## src/rtl/rx_debounced.sv

```systemverilog
// -----------------------------------------------------------------------------
// rx_debounced
//   UART receiver with an input synchronizer, 16x oversampling, mid-bit
//   sampling and a one-deep holding register with valid/ack handshake.
//
// Parameters
//   NB_DATA  data bits per frame (5..8), sent LSB first
//   SB_TICK  oversampling ticks spent in the stop period (16 = 1 stop bit,
//            32 = 2 stop bits); the stop sample is taken on the last tick
//
// Ports
//   i_clk        sole clock, rising edge
//   i_rst_n      asynchronous active-low reset
//   i_tick       16x-baud strobe, one i_clk cycle wide
//   i_rx         serial line, idle high, asynchronous to i_clk
//   i_rx_ack     consumer has taken the held byte
//   o_data       last good byte, stable while o_rx_valid is high
//   o_rx_valid   held byte available (level)
//   o_frame_err  one-cycle pulse when the stop bit is sampled low
//   o_overrun    one-cycle pulse when a byte lands on an un-acked held byte
// -----------------------------------------------------------------------------
module rx_debounced #(
    parameter int NB_DATA = 8,
    parameter int SB_TICK = 16
) (
    input  logic               i_clk,
    input  logic               i_rst_n,
    input  logic               i_tick,
    input  logic               i_rx,
    input  logic               i_rx_ack,
    output logic [NB_DATA-1:0] o_data,
    output logic               o_rx_valid,
    output logic               o_frame_err,
    output logic               o_overrun
);

    // Sample counter must reach SB_TICK-1 (15 or 31) without wrapping.
    localparam int SW = $clog2(SB_TICK);
    // Bit counter only ever needs to hold 0..NB_DATA-1.
    localparam int NW = $clog2(NB_DATA);

    localparam logic [SW-1:0] S_ZERO      = {SW{1'b0}};
    localparam logic [SW-1:0] S_ONE       = SW'(1);
    localparam logic [SW-1:0] S_START_MID = SW'(7);
    localparam logic [SW-1:0] S_BIT_END   = SW'(15);
    localparam logic [SW-1:0] S_STOP_END  = SW'(SB_TICK - 1);
    localparam logic [NW-1:0] N_ZERO      = {NW{1'b0}};
    localparam logic [NW-1:0] N_ONE       = NW'(1);
    localparam logic [NW-1:0] N_LAST      = NW'(NB_DATA - 1);

    typedef enum logic [1:0] {
        IDLE  = 2'd0,
        START = 2'd1,
        DATA  = 2'd2,
        STOP  = 2'd3
    } state_t;

    logic               rx_meta_r;
    logic               rx_sync_r;
    state_t             state_r;
    logic [SW-1:0]      s_r;
    logic [NW-1:0]      n_r;
    logic [NB_DATA-1:0] b_r;
    logic [NB_DATA-1:0] data_r;
    logic               rx_valid_r;
    logic               frame_err_r;
    logic               overrun_r;

    // Two-flop synchronizer; resets to the idle (high) line level so that
    // leaving reset never looks like a start bit.
    always_ff @(posedge i_clk or negedge i_rst_n) begin
        if (!i_rst_n) begin
            rx_meta_r <= 1'b1;
            rx_sync_r <= 1'b1;
        end else begin
            rx_meta_r <= i_rx;
            rx_sync_r <= rx_meta_r;
        end
    end

    // Receive FSM with its datapath and registered handshake/status outputs.
    always_ff @(posedge i_clk or negedge i_rst_n) begin
        if (!i_rst_n) begin
            state_r     <= IDLE;
            s_r         <= S_ZERO;
            n_r         <= N_ZERO;
            b_r         <= {NB_DATA{1'b0}};
            data_r      <= {NB_DATA{1'b0}};
            rx_valid_r  <= 1'b0;
            frame_err_r <= 1'b0;
            overrun_r   <= 1'b0;
        end else begin
            frame_err_r <= 1'b0;
            overrun_r   <= 1'b0;

            // Ack clears the held byte; a completion in the same cycle
            // (STOP branch below) takes priority and keeps valid high.
            if (i_rx_ack && rx_valid_r) begin
                rx_valid_r <= 1'b0;
            end

            case (state_r)
                IDLE: begin
                    // Start detection does not wait for a tick.
                    if (!rx_sync_r) begin
                        state_r <= START;
                        s_r     <= S_ZERO;
                    end
                end

                START: begin
                    if (i_tick) begin
                        if (s_r == S_START_MID) begin
                            s_r <= S_ZERO;
                            if (!rx_sync_r) begin
                                state_r <= DATA;
                                n_r     <= N_ZERO;
                            end else begin
                                // Glitch shorter than half a bit: drop it.
                                state_r <= IDLE;
                            end
                        end else begin
                            s_r <= s_r + S_ONE;
                        end
                    end
                end

                DATA: begin
                    if (i_tick) begin
                        if (s_r == S_BIT_END) begin
                            s_r <= S_ZERO;
                            b_r <= {rx_sync_r, b_r[NB_DATA-1:1]};
                            if (n_r == N_LAST) begin
                                state_r <= STOP;
                            end else begin
                                n_r <= n_r + N_ONE;
                            end
                        end else begin
                            s_r <= s_r + S_ONE;
                        end
                    end
                end

                STOP: begin
                    if (i_tick) begin
                        if (s_r == S_STOP_END) begin
                            state_r <= IDLE;
                            s_r     <= S_ZERO;
                            if (rx_sync_r) begin
                                data_r     <= b_r;
                                rx_valid_r <= 1'b1;
                                overrun_r  <= rx_valid_r & ~i_rx_ack;
                            end else begin
                                // Bad stop bit: held byte and valid untouched.
                                frame_err_r <= 1'b1;
                            end
                        end else begin
                            s_r <= s_r + S_ONE;
                        end
                    end
                end

                default: begin
                    state_r <= IDLE;
                    s_r     <= S_ZERO;
                    n_r     <= N_ZERO;
                end
            endcase
        end
    end

    assign o_data      = data_r;
    assign o_rx_valid  = rx_valid_r;
    assign o_frame_err = frame_err_r;
    assign o_overrun   = overrun_r;

endmodule

```

## config.mk

```make
export PLATFORM = sky130hd
export DESIGN_NAME = rx_debounced
export DESIGN_NICKNAME = d
export VERILOG_FILES = /design/src/rtl/rx_debounced.sv
export SDC_FILE = /design/constraint.sdc
export NUM_CORES = 1
export LEC_CHECK = 0
export ABC_AREA = 1
export CORE_AREA = 4 4 49 69
export DETAILED_ROUTE_END_ITERATION = 10
export DIE_AREA = 0 0 53 73
export GPL_TIMING_DRIVEN = 0
export PLACE_DENSITY = 0.74
export SYNTH_ARGS = -nofsm -noshare
export SYNTH_HDL_FRONTEND = slang
export SYNTH_SLANG_ARGS = --single-unit
```

## constraint.sdc

```tcl
create_clock -name i_clk -period 1.7 [get_ports i_clk]
set_clock_uncertainty 0.05 [all_clocks]
set_input_delay 0.34 -clock i_clk [delete_from_list [all_inputs] [get_ports i_clk]]
set_output_delay 0.34 -clock i_clk [all_outputs]
set_load 0.02 [all_outputs]
```

# Word-level counts from Yosys, hierarchy flattened
# Index checks and enable logic that the tools add are counted.
# totals
register_bits	30
input_bits	5
wordCells	76
# op_classes
addsub	2
eq_ne	17
n_mux	36
bitwise_logic	2
n_reduce_logical	9
# ops
cell	n
4-bit two-way mux	5
2-bit != test (second input constant)	10
2-bit two-way mux	9
3-bit two-way mux	6
1-bit two-way mux	13
4-bit one-hot mux with 3 select lines	1
2-bit one-hot mux with 4 select lines	1
8-bit AND reduction	1
7-bit AND reduction	1
3-bit one-hot mux with 2 select lines	1
3-bit AND reduction	2
4-bit by 1-bit adder with 4-bit output (second input constant)	1
2-bit == test (second input constant)	2
4-bit by 3-bit == test with 1-bit output (second input constant)	1
4-bit == test (second input constant)	1
4-bit AND reduction	1
3-bit by 1-bit adder with 3-bit output (second input constant)	1
3-bit == test (second input constant)	1
2-bit by 1-bit == test with 1-bit output (second input constant)	1
2-bit logical NOT	1
2-bit by 1-bit != test with 1-bit output (second input constant)	1
2-bit nonzero test	1
2-bit OR reduction	1
1-bit bitwise AND	1
2 further kinds	2

# Longest topological paths before layout
# depth
word_depth	6
mapped_depth	9
depth_no_buf	9

# Worst setup path after synthesis
# Ideal clock, no wire load.
# synth_timing
path_type	register -> register
start	reg s_r[0]
end	reg b_r[7]
arrival_time_ns	1.253
t_required_ns	1.530
setup_slack_ns	0.277
path_stages_with_launch	8
n_path_buf	1
cell_sequence	dfrtp_1 -> ha_1 -> nand3_2 -> nor2_2 -> nand2_2 -> buf_6 -> nand2_1 -> o21ai_2
# synth_via
elab_chain_cells	2
# synth_rtl
element	line_no	text
from (decl)	61	logic [SW-1:0] s_r;
from (signal assigned)	123	s_r <= s_r + S_ONE;
from (signal assigned)	139	s_r <= s_r + S_ONE;
from (signal assigned)	158	s_r <= s_r + S_ONE;
4-bit == test	130	if (s_r == S_BIT_END) begin
3-bit AND reduction (no line)	--	
to (signal assigned)	87	b_r <= {NB_DATA{1'b0}};
to (signal assigned)	132	b_r <= {rx_sync_r, b_r[NB_DATA-1:1]};
to (decl)	63	logic [NB_DATA-1:0] b_r;
# No other way between the ends.
# A chain may end at the register's enable or synchronous reset.

# Worst setup path after layout
# layout_timing
start	reg data_r[7] (netlist: o_data[7])
end	out o_data[7]
# layout_rtl
element	line_no	text
from (decl)	64	logic [NB_DATA-1:0] data_r;
from (signal assigned)	88	data_r <= {NB_DATA{1'b0}};
from (signal assigned)	150	data_r <= b_r;
to (decl)	31	output logic [NB_DATA-1:0] o_data,
# No word-level cell between the ends.

==> impl_metrics.toml <==
[status]
status = "completed"

[yosys]
synthMuxAreaShare_pct = 0
syn-num-nets = 161
synth-edff-count = 0
synth_xor_area_share_pct = 0.610
synthFlopType = "dfrtp_1"
avgSynthCellArea_um2 = 9.39
synthSimpleGateAreaFrac_pct = 24.5
yosysWarnings = 0
ys_types = 27
yosys.area.top_type = "dfrtp_1"
yosys.area_share.adder_pct = 2.61
syn_area_mm2 = 0.00144
synth_top_area_share_pct = 48.8
ys_seq_area_share_pct = 52.4
synth-seq-cells = 30
synth_top_family_by_area = "simple AND/OR/NAND/NOR gates"
synthCells = 153
synth.top_cells.by_area = "dfrtp_1, nand2_1, o21ai_2"
synth_compound_area_share_pct = 13.1
async_reset_ff_share_pct = 100

[worst_setup_path]
end_kind = "output port"
critical_path.n_buffers_inverters = 1
critPathKind = "register to output port"
start_kind = "register"
cp_top_family = "buffers and inverters"
slowest_delay_ns = 0.61
required_ns = 1.31
crit_path_cell_trace = "clkdlybuf4s50_1"
slowest_stage = "clkdlybuf4s50_1"
cp.arrival_ns = 1.25
cp_max_fo = 2

[final_layout]
layout.nets = 183
multi_input_area_um2 = 588
area_growth_pct = 21.1
stdcell_count = 213
nFillCells = 241
seqCellArea_um2 = 753
most-common-layout-cells = "nand2_1, dfrtp_1, inv_1, o21ai_2, clkdlybuf4s50_1"
diodes = 0
drive_above_1_share_pct = 25.6
final_common_cell = "nand2_1"

[clock_tree]
cts_tree = "yes"
h-tree-depth = 2
cts_sinks = 30
clockRootBuffer = "clkbuf_8"
clk_pin_slew_worst_paths_ns = 0.06
cts_setup_buffers = 0
numCtsBuffers = 5
hold_buffers = 0
clockBufferDepth = 2
clock_latency_ns = 0.28
cts_resized = 0

[detailed_routing]
wl_um = 2520
vias = 1050
drc_errors = 0
drt-vias-per-instance = 4.93
avgRoutedWirePerCell_um = 11.8
drtPass1Iterations = 4
first_iter_violations = 17
drtAntennaViolNets = 0

[sta]
fin_crit_sh_pct = 96.7
timing.final.hold_violations = 0
hold_slack_ns = 0.0276
slew-limit-headroom_pct = 57.5
fmax_mhz = 608
tightest_slew_ns = 0.638
finalMaxSlewViolations = 0
setup_viol = 0
post-route-min-period_ns = 1.64
rsz0062_at_grt = "no"

[run]
cap_violations = 0

[placed_design]
numPortBuffers = 15
placed_cells_incl_taps = 205
dpl.hpwl_um = 1800
gp_congestion = 0.879

[floorplanning]
rows = 23
core_mm2 = 0.00279
dieArea_mm2 = 0.00387
initial_core_util_pct = 51.5
io-pin-count = 16
die_h_um = 73
die_w_um = 53

[power_and_ir_drop]
max-vdd-ir-drop_v = 0.00111
p_per_area_mw_per_mm2 = 1240
pwr-share-clk_pct = 32.3
sw_frac_of_total_pct = 34.2
switchingPower_uw = 738
pwr-share-seq_pct = 41.3
power.leakage_uw = 0.000810
internal-power_uw = 1420
power.total_uw = 2160
power_frac_comb_pct = 26.4

[grt]
grt_use_total_pct = 16.3
grt_max_degree = 31
grt_overflow = 0
grt_pass1_wl_um = 4640
grt_pass1_vias = 1090
antenna_found_initial = 0

[min_path]
min_path_type = "input port to async pin"
==> metrics by stage <==
stage	util (%)	worst slack [ns]	area [µm²]	TNS [ns]
5_1_grt	62.3	0.00666	1740	0
3_5_place_dp	58.5	-0.279	1630	-7.90
4_1_cts	62.4	0.0288	1740	0
3_3_place_gp	58.5	-0.261	1630	-7.33
2_1_floorplan	-	0.277	1440	0
6_report	62.3	0.0560	1740	0
==> synthesized netlist by cell type, types with 2 or more instances <==
library cell / count
nor2_1: 3
dfrtp_1: 28
dfstp_2: 2
nor2_4: 2
ha_1: 3
nor2_2: 3
a21oi_1: 3
nand2_1: 47
nand3_1: 7
nand2_2: 3
o21ai_1: 3
o21ai_2: 15
buf_6: 2
inv_2: 4
inv_1: 16
==> power groups by stage <==
stage / Sequential, µW / Combinational [µW] / Clock, µW
2_1_floorplan: 882 / 463 / 0
3_3_place_gp: 900 / 545 / 0
3_5_place_dp: 905 / 570 / 0
4_1_cts: 891 / 574 / 717
5_1_grt: 904 / 669 / 747
6_report: 891 / 570 / 698
==> logic make-up (layout without fill, tap and decap cells) <==
group                      count (synthesis)  count (layout)
adders and majority gates                  3               3
and+or+nand+nor                           72              72
xor gates and xnor gates                   1               1
buffers and inverters                     22              45
AOI/OAI and AO/OA                         25              25
DFF                                       30              30
==> metal layers <==
layer	wire (µm)	global-route usage [%]
met1	1110	20.0
met2	1210	25.4
met3	128	5.52
met4	60	7.95
met5	0	0
==> layout make-up <==
| cell class | count | area share, % |
|---|---|---|
| buffer | 2 | 1.29 |
| clock buffer | 5 | 3.96 |
| clock inverter | 3 | 2.30 |
| inverter | 20 | 4.32 |
| multi-input combinational | 101 | 33.8 |
| sequential | 30 | 43.3 |
| tap | 37 | 2.66 |
| timing repair buffer | 15 | 8.35 |
==> worst paths after layout <==
| check | start | to | slack (ns) | cells after the start |
|---|---|---|---|---|
| min in group i_clk | rx_meta_r | rx_sync_r | 0.31 | 0 |
| max in group asynchronous | i_rst_n | s_r[1] | 1.15 | 1 |
| worst min-delay path | i_rst_n | o_data[4] | 0.03 | 1 |
| worst max register to register | s_r[0] | o_data[7] | 0.15 | 6 |
| worst min register to register | rx_meta_r | rx_sync_r | 0.31 | 0 |
| worst max-delay path | o_data[7] | o_data[7] | 0.06 | 1 |
==> registers in the layout, indices dropped and copies added, names as in the netlist, named ones only <==
register / count
b_r: 8
n_r: 3
o_data: 8
o_frame_err: 1
o_overrun: 1
o_rx_valid: 1
rx_meta_r: 1
rx_sync_r: 1
s_r: 4
state_r: 1
Note: power is estimated with default switching activity, not from simulation.
